## src/rtl/gunshot_pkg.sv

```systemverilog
// rtl/gunshot_pkg.sv - shared constants and TX state type for the gunshot event reporter
package gunshot_pkg;

    localparam logic [7:0] HEADER_BYTE = 8'hA5;
    localparam logic [2:0] DIR_MAX     = 3'd5;
    localparam int         FIFO_DEPTH  = 4;
    localparam int         PAYLOAD_W   = 8;

    typedef enum logic [1:0] {
        TX_IDLE  = 2'd0,
        TX_START = 2'd1,
        TX_DATA  = 2'd2,
        TX_STOP  = 2'd3
    } tx_state_t;

endpackage

```

## src/rtl/gunshot_uart_byte_tx.sv

```systemverilog
// rtl/gunshot_uart_byte_tx.sv - 8N1 byte serialiser; a byte offered during the last stop-bit cycle follows with no gap
module gunshot_uart_byte_tx
    import gunshot_pkg::*;
#(
    parameter int CLKS_PER_BIT = 434
) (
    input  logic       clk,
    input  logic       reset,
    input  logic [7:0] i_data,
    input  logic       i_valid,
    output logic       o_ready,
    output logic       o_tx,
    output logic       o_busy
);

    localparam int CNT_W = (CLKS_PER_BIT > 2) ? $clog2(CLKS_PER_BIT) : 1;
    localparam logic [CNT_W-1:0] CNT_LAST = CNT_W'(CLKS_PER_BIT - 1);

    tx_state_t        r_state;
    logic [CNT_W-1:0] r_cnt;
    logic [2:0]       r_bit;
    logic [7:0]       r_shift;
    logic             r_tx;
    logic             r_busy;
    logic             w_bit_end;

    assign w_bit_end = (r_cnt == CNT_LAST);
    assign o_ready   = (r_state == TX_IDLE) || ((r_state == TX_STOP) && w_bit_end);
    assign o_tx      = r_tx;
    assign o_busy    = r_busy;

    always_ff @(posedge clk) begin
        if (reset) begin
            r_state <= TX_IDLE;
            r_cnt   <= '0;
            r_bit   <= '0;
            r_shift <= '0;
            r_tx    <= 1'b1;
            r_busy  <= 1'b0;
        end else begin
            // Line and busy flag follow the state one cycle later so both come straight from flops.
            case (r_state)
                TX_START: r_tx <= 1'b0;
                TX_DATA:  r_tx <= r_shift[0];
                default:  r_tx <= 1'b1;
            endcase
            r_busy <= (r_state != TX_IDLE);

            if (i_valid && o_ready) begin
                r_state <= TX_START;
                r_cnt   <= '0;
                r_shift <= i_data;
            end else begin
                case (r_state)
                    TX_START: begin
                        if (w_bit_end) begin
                            r_state <= TX_DATA;
                            r_cnt   <= '0;
                            r_bit   <= '0;
                        end else begin
                            r_cnt <= r_cnt + 1'b1;
                        end
                    end
                    TX_DATA: begin
                        if (w_bit_end) begin
                            r_cnt   <= '0;
                            r_shift <= {1'b0, r_shift[7:1]};
                            if (r_bit == 3'd7) begin
                                r_state <= TX_STOP;
                            end else begin
                                r_bit <= r_bit + 1'b1;
                            end
                        end else begin
                            r_cnt <= r_cnt + 1'b1;
                        end
                    end
                    TX_STOP: begin
                        if (w_bit_end) begin
                            r_state <= TX_IDLE;
                            r_cnt   <= '0;
                        end else begin
                            r_cnt <= r_cnt + 1'b1;
                        end
                    end
                    default: r_state <= TX_IDLE;
                endcase
            end
        end
    end

endmodule

```

## src/rtl/gunshot_event_tx.sv

```systemverilog
// rtl/gunshot_event_tx.sv - gunshot edge filter, holdoff, event FIFO and two-byte UART frame sequencer
module gunshot_event_tx
    import gunshot_pkg::*;
#(
    parameter int CLKS_PER_BIT   = 434,
    parameter int HOLDOFF_CYCLES = 1000000
) (
    input  logic       clk,
    input  logic       reset,
    input  logic       gunshot_detected,
    input  logic [2:0] direction,
    output logic       tx,
    output logic       tx_busy,
    output logic [7:0] drop_count
);

    localparam int HOLD_W = $clog2(HOLDOFF_CYCLES + 1);
    localparam int PTR_W  = $clog2(FIFO_DEPTH);

    logic                 r_prev;
    logic [HOLD_W-1:0]    r_holdoff;
    logic [4:0]           r_seq;
    logic [7:0]           r_drop_count;
    logic                 r_push_vld;
    logic [PAYLOAD_W-1:0] r_push_data;
    logic [PAYLOAD_W-1:0] r_mem [FIFO_DEPTH];
    logic [PTR_W-1:0]     r_wr_ptr;
    logic [PTR_W-1:0]     r_rd_ptr;
    logic [PTR_W:0]       r_count;
    logic                 r_byte_idx;
    logic [PAYLOAD_W-1:0] r_payload;

    logic                 w_edge;
    logic                 w_locked;
    logic                 w_dir_bad;
    logic                 w_fifo_full;
    logic                 w_accept;
    logic                 w_reject;
    logic                 w_ser_valid;
    logic                 w_ser_ready;
    logic [7:0]           w_ser_data;
    logic                 w_pop;

    assign w_edge      = gunshot_detected && !r_prev;
    assign w_locked    = (r_holdoff != '0);
    assign w_dir_bad   = (direction > DIR_MAX);
    // A pop in the same cycle frees a slot, so a full FIFO still takes the new event.
    assign w_fifo_full = (r_count == (PTR_W+1)'(FIFO_DEPTH)) && !w_pop;
    assign w_accept    = w_edge && !w_locked && !w_dir_bad && !w_fifo_full;
    assign w_reject    = w_edge && !w_locked && (w_dir_bad || w_fifo_full);

    // Byte index 0 offers the header for the FIFO head; index 1 offers the popped payload.
    assign w_ser_valid = r_byte_idx || (r_count != '0);
    assign w_ser_data  = r_byte_idx ? r_payload : HEADER_BYTE;
    assign w_pop       = w_ser_valid && w_ser_ready && !r_byte_idx;
    assign drop_count  = r_drop_count;

    always_ff @(posedge clk) begin
        if (reset) begin
            r_prev       <= 1'b0;
            r_holdoff    <= '0;
            r_seq        <= '0;
            r_drop_count <= '0;
            r_push_vld   <= 1'b0;
            r_push_data  <= '0;
            r_wr_ptr     <= '0;
            r_rd_ptr     <= '0;
            r_count      <= '0;
            r_byte_idx   <= 1'b0;
            r_payload    <= '0;
        end else begin
            r_prev <= gunshot_detected;

            if (w_accept) begin
                r_holdoff <= HOLD_W'(HOLDOFF_CYCLES);
            end else if (w_locked) begin
                r_holdoff <= r_holdoff - 1'b1;
            end

            if (w_reject && (r_drop_count != 8'hFF)) begin
                r_drop_count <= r_drop_count + 1'b1;
            end

            r_push_vld <= w_accept;
            if (w_accept) begin
                r_push_data <= {r_seq, direction};
                r_seq       <= r_seq + 1'b1;
            end

            if (r_push_vld) begin
                r_wr_ptr <= r_wr_ptr + 1'b1;
            end
            if (w_pop) begin
                r_rd_ptr  <= r_rd_ptr + 1'b1;
                r_payload <= r_mem[r_rd_ptr];
            end
            r_count <= r_count + (PTR_W+1)'(r_push_vld) - (PTR_W+1)'(w_pop);

            if (w_ser_valid && w_ser_ready) begin
                r_byte_idx <= !r_byte_idx;
            end
        end
    end

    always_ff @(posedge clk) begin
        if (r_push_vld) begin
            r_mem[r_wr_ptr] <= r_push_data;
        end
    end

    gunshot_uart_byte_tx #(
        .CLKS_PER_BIT(CLKS_PER_BIT)
    ) u_byte_tx (
        .clk     (clk),
        .reset   (reset),
        .i_data  (w_ser_data),
        .i_valid (w_ser_valid),
        .o_ready (w_ser_ready),
        .o_tx    (tx),
        .o_busy  (tx_busy)
    );

endmodule

```

## config.mk

```make
export PLATFORM = sky130hd
export DESIGN_NAME = gunshot_event_tx
export DESIGN_NICKNAME = d
export VERILOG_FILES = /design/src/rtl/gunshot_pkg.sv /design/src/rtl/gunshot_uart_byte_tx.sv /design/src/rtl/gunshot_event_tx.sv
export SDC_FILE = /design/constraint.sdc
export NUM_CORES = 1
export LEC_CHECK = 0
export BUFFER_PORTS_ARGS = -buffer_cell sky130_fd_sc_hd__buf_2
export CAP_MARGIN = 25
export CORE_ASPECT_RATIO = 0.7
export CORE_MARGIN = 4
export CORE_UTILIZATION = 60
export DETAILED_ROUTE_END_ITERATION = 6
export PLACE_DENSITY = 0.76
export SYNTH_ARGS = -nofsm -noshare
export SYNTH_HDL_FRONTEND = slang
export SYNTH_SLANG_ARGS = --single-unit
```

## constraint.sdc

```tcl
create_clock -name clk -period 3.5 [get_ports clk]
set_input_delay 0.35 -clock clk [delete_from_list [all_inputs] [get_ports clk]]
set_output_delay 0.35 -clock clk [all_outputs]
set_load 0.02 [all_outputs]
```

==> impl_metrics.toml <==
[synth]
ys_ff_latch = 115
netlist.area_leader.share = 0.319
syn-num-nets = 523
async_flop_share = 0
yosys.cell_types.count = 62
ys_top_cells_by_count = "dfxtp_1 (83), nor2_1 (63), a21oi_1 (41), nand2_1 (41), edfxtp_1 (32)"
synth_top_cell_by_area = "dfxtp_1"
synth.cell_area_sq_um = 5210
yosys_warnings = 0
synthTopCellsByArea = "dfxtp_1 (32%), edfxtp_1 (18%), nor2_1 (4.5%)"
synth.most_common_cell = "dfxtp_1"
yosysSeqAreaShare = 0.503
syn_inst = 499
synth_edf_count = 32
syn_area_per_cell_sq_um = 10.4
synthFlopType = "dfxtp_1"

[worst_setup_path]
r2r_slack_ps = 720
setup.worst_path.start = "u_byte_tx.r_cnt[0]"
startpoint_type = "register"
r2r_cells = 12
required_ps = 3770
timing.rr.start = "u_byte_tx.r_cnt[0]"
worst_ep_arrival_time_ps = 3050
worstSetupEndpointType = "register"
r2r-end = "r_count[2]"
crit_type = "reg2reg"
crit_path_end = "r_count[2]"
critPathMaxFanout = 11

[clock_network]
cts-root-buf = "clkbuf_16"
post_cts_buffers = 0
cts_buffers = 17
hold_buffers = 0
clock_latency_ps = 410
clkTransAtPathRegs_ps = 50
cts_num_sinks = 115
cts_tree = "yes"
htreeDepth = 4
clk_path_buf_depth = 2
cts_repair_resize_count = 0

[route]
routed_wl_um = 10100
vias = 3684
wl_per_cell_um = 15.6
drt_iter0_drc = 260
ant_nets = 0
vias_per_cell = 5.68
route.detailed.drc = 0
drtPass1Iterations = 5

[placement]
io_buffers = 15
place.gp.congestion = 0.819
post-dp-hpwl_um = 6890

[sta]
fmax_ghz = 0.359
rsz0062_at_grt = "no"
drv_slew = 0
finalHoldViolCount = 0
finClkSkew_ps = 5.88
worst_slew_pin_slew_ps = 837
hold_ws_ps = 199
relSlewSlack = 0.437
setup-tns-final_ps = 0
period_minus_slack_ps = 2780
fin_crit_sh = 0.795
setup_viol = 0

[grt]
track_usage = 0.220
grt_max_degree = 38
grt_pass1_vias = 3591
grt_remaining_overflow = 0
grt_pass1_wl_um = 17600
antenna_found_initial = 0

[floorplanning]
start_util = 0.617
rows = 28
ioPinCount = 16
coreArea_sq_um = 8440
die_area_sq_um = 10300
die_h_um = 86.0
die_w_um = 119

[pwr]
comb_power_share = 0.335
powerDensity_nw_per_um2 = 873
switchingPower_w = 0.00187
pwr-share-seq = 0.358
p_int_w = 0.00327
leakage_nw = 2.09
switching_share = 0.364
ir_worst_vdd_uv = 412
p_clk_frac = 0.307

[layout]
drive_above_1_share = 0.144
nFillCells = 613
nets = 540
syn2layout_area_growth_pct = 13.0
insertedDiodeCount = 0

[outcome]
outcome = "finished clean"

[hold_path]
min_path_type = "in2reg"

[run]
drv_cap = 0
-- cell type report --
type                       instances  area [sq um]  area share
multi-input combinational        351          2420       0.412
tap                              120           150      0.0255
clock inverter                    13           113      0.0191
clock buffer                      19           433      0.0735
sequential                       115          2620       0.445
inverter                          13          48.8     0.00829
timing repair buffer              18          97.6      0.0166
-- worst min-delay path by stage --
stage / from / endpoint / slack (ps) / cells past startpoint
floorplan: u_byte_tx.r_shift[2] / u_byte_tx.r_shift[2] / 420 / 2
global placement: u_byte_tx.r_shift[2] / u_byte_tx.r_shift[2] / 440 / 2
detailed placement: r_payload[7] / r_payload[7] / 450 / 2
CTS: direction[2] / r_push_data[2] / 190 / 3
global route: gunshot_detected / r_prev / 210 / 2
finish: direction[2] / r_push_data[2] / 200 / 3
-- metrics by stage --
stage | total power (W) | cell area, sq um | setup slack, ps | util | instances
2_1_floorplan | 0.00322 | 5210 | 810 | - | 499
3_3_place_gp | 0.00349 | 5340 | 947 | 0.633 | 617
3_5_place_dp | 0.00355 | 5340 | 772 | 0.633 | 617
4_1_cts | 0.00515 | 5890 | 754 | 0.698 | 649
5_1_grt | 0.00548 | 5890 | 530 | 0.698 | 649
6_report | 0.00514 | 5890 | 718 | 0.698 | 649
-- sequential cells by signal, summed over array words and instances (netlist names), 2 cells and up --
register,flops
r_seq,5
u_byte_tx.r_state,2
u_byte_tx.r_cnt,9
r_wr_ptr,2
r_payload,8
r_count,3
u_byte_tx.r_shift,8
r_rd_ptr,2
r_mem,32
r_holdoff,20
u_byte_tx.r_bit,3
drop_count,8
r_push_data,8
-- power by group through the flow --
stage	registers [W]	clock network [W]	logic [W]
floorplan	0.00178	0	0.00144
global placement	0.00185	0	0.00164
detailed placement	0.00186	0	0.00169
CTS	0.00184	0.00160	0.00171
global route	0.00187	0.00167	0.00194
finish	0.00184	0.00158	0.00172
-- cell usage in the layout, fill, tap and decap left out, drive strengths merged, types with 8 or more instances in the layout --
cell    count
o21ai      12
nor3       10
nand2      41
nor2b       8
clkbuf     19
nor2       63
nand3      16
a21oi      41
edfxtp     32
mux2i      13
inv        14
ha         17
dfxtp      83
xnor2      21
buf        18
mux4        8
a31oi       8
-- critical path: stages (launching register included) --
cell and delay, ps:
dfxtp_1 390, ha_1 160, and4b_1 380, a31o_2 290, nand2_1 80, buf_4 180
xnor2_1 170, ha_1 170, inv_1 50, fa_1 370, xor2_1 190, xnor2_1 150
nor2_1 60
-- per-layer routing --
layer	global-route usage	vias up	part of all wire
met5	0	-	0
met4	0.0821	0	0.019
met3	0.0686	22	0.065
met2	0.348	108	0.46
met1	0.288	1730	0.46
li1	-	1824	-
-- cells by family after synthesis --
kind of cell,Yosys count,share of synthesized area
compound gates,81,0.0944
buf+inv,33,0.0312
fa+ha+maj,18,0.0447
mux,24,0.0660
simple gates,200,0.213
flops,115,0.503
xor+xnor,28,0.0471
Power figures use the tool's default switching activity.
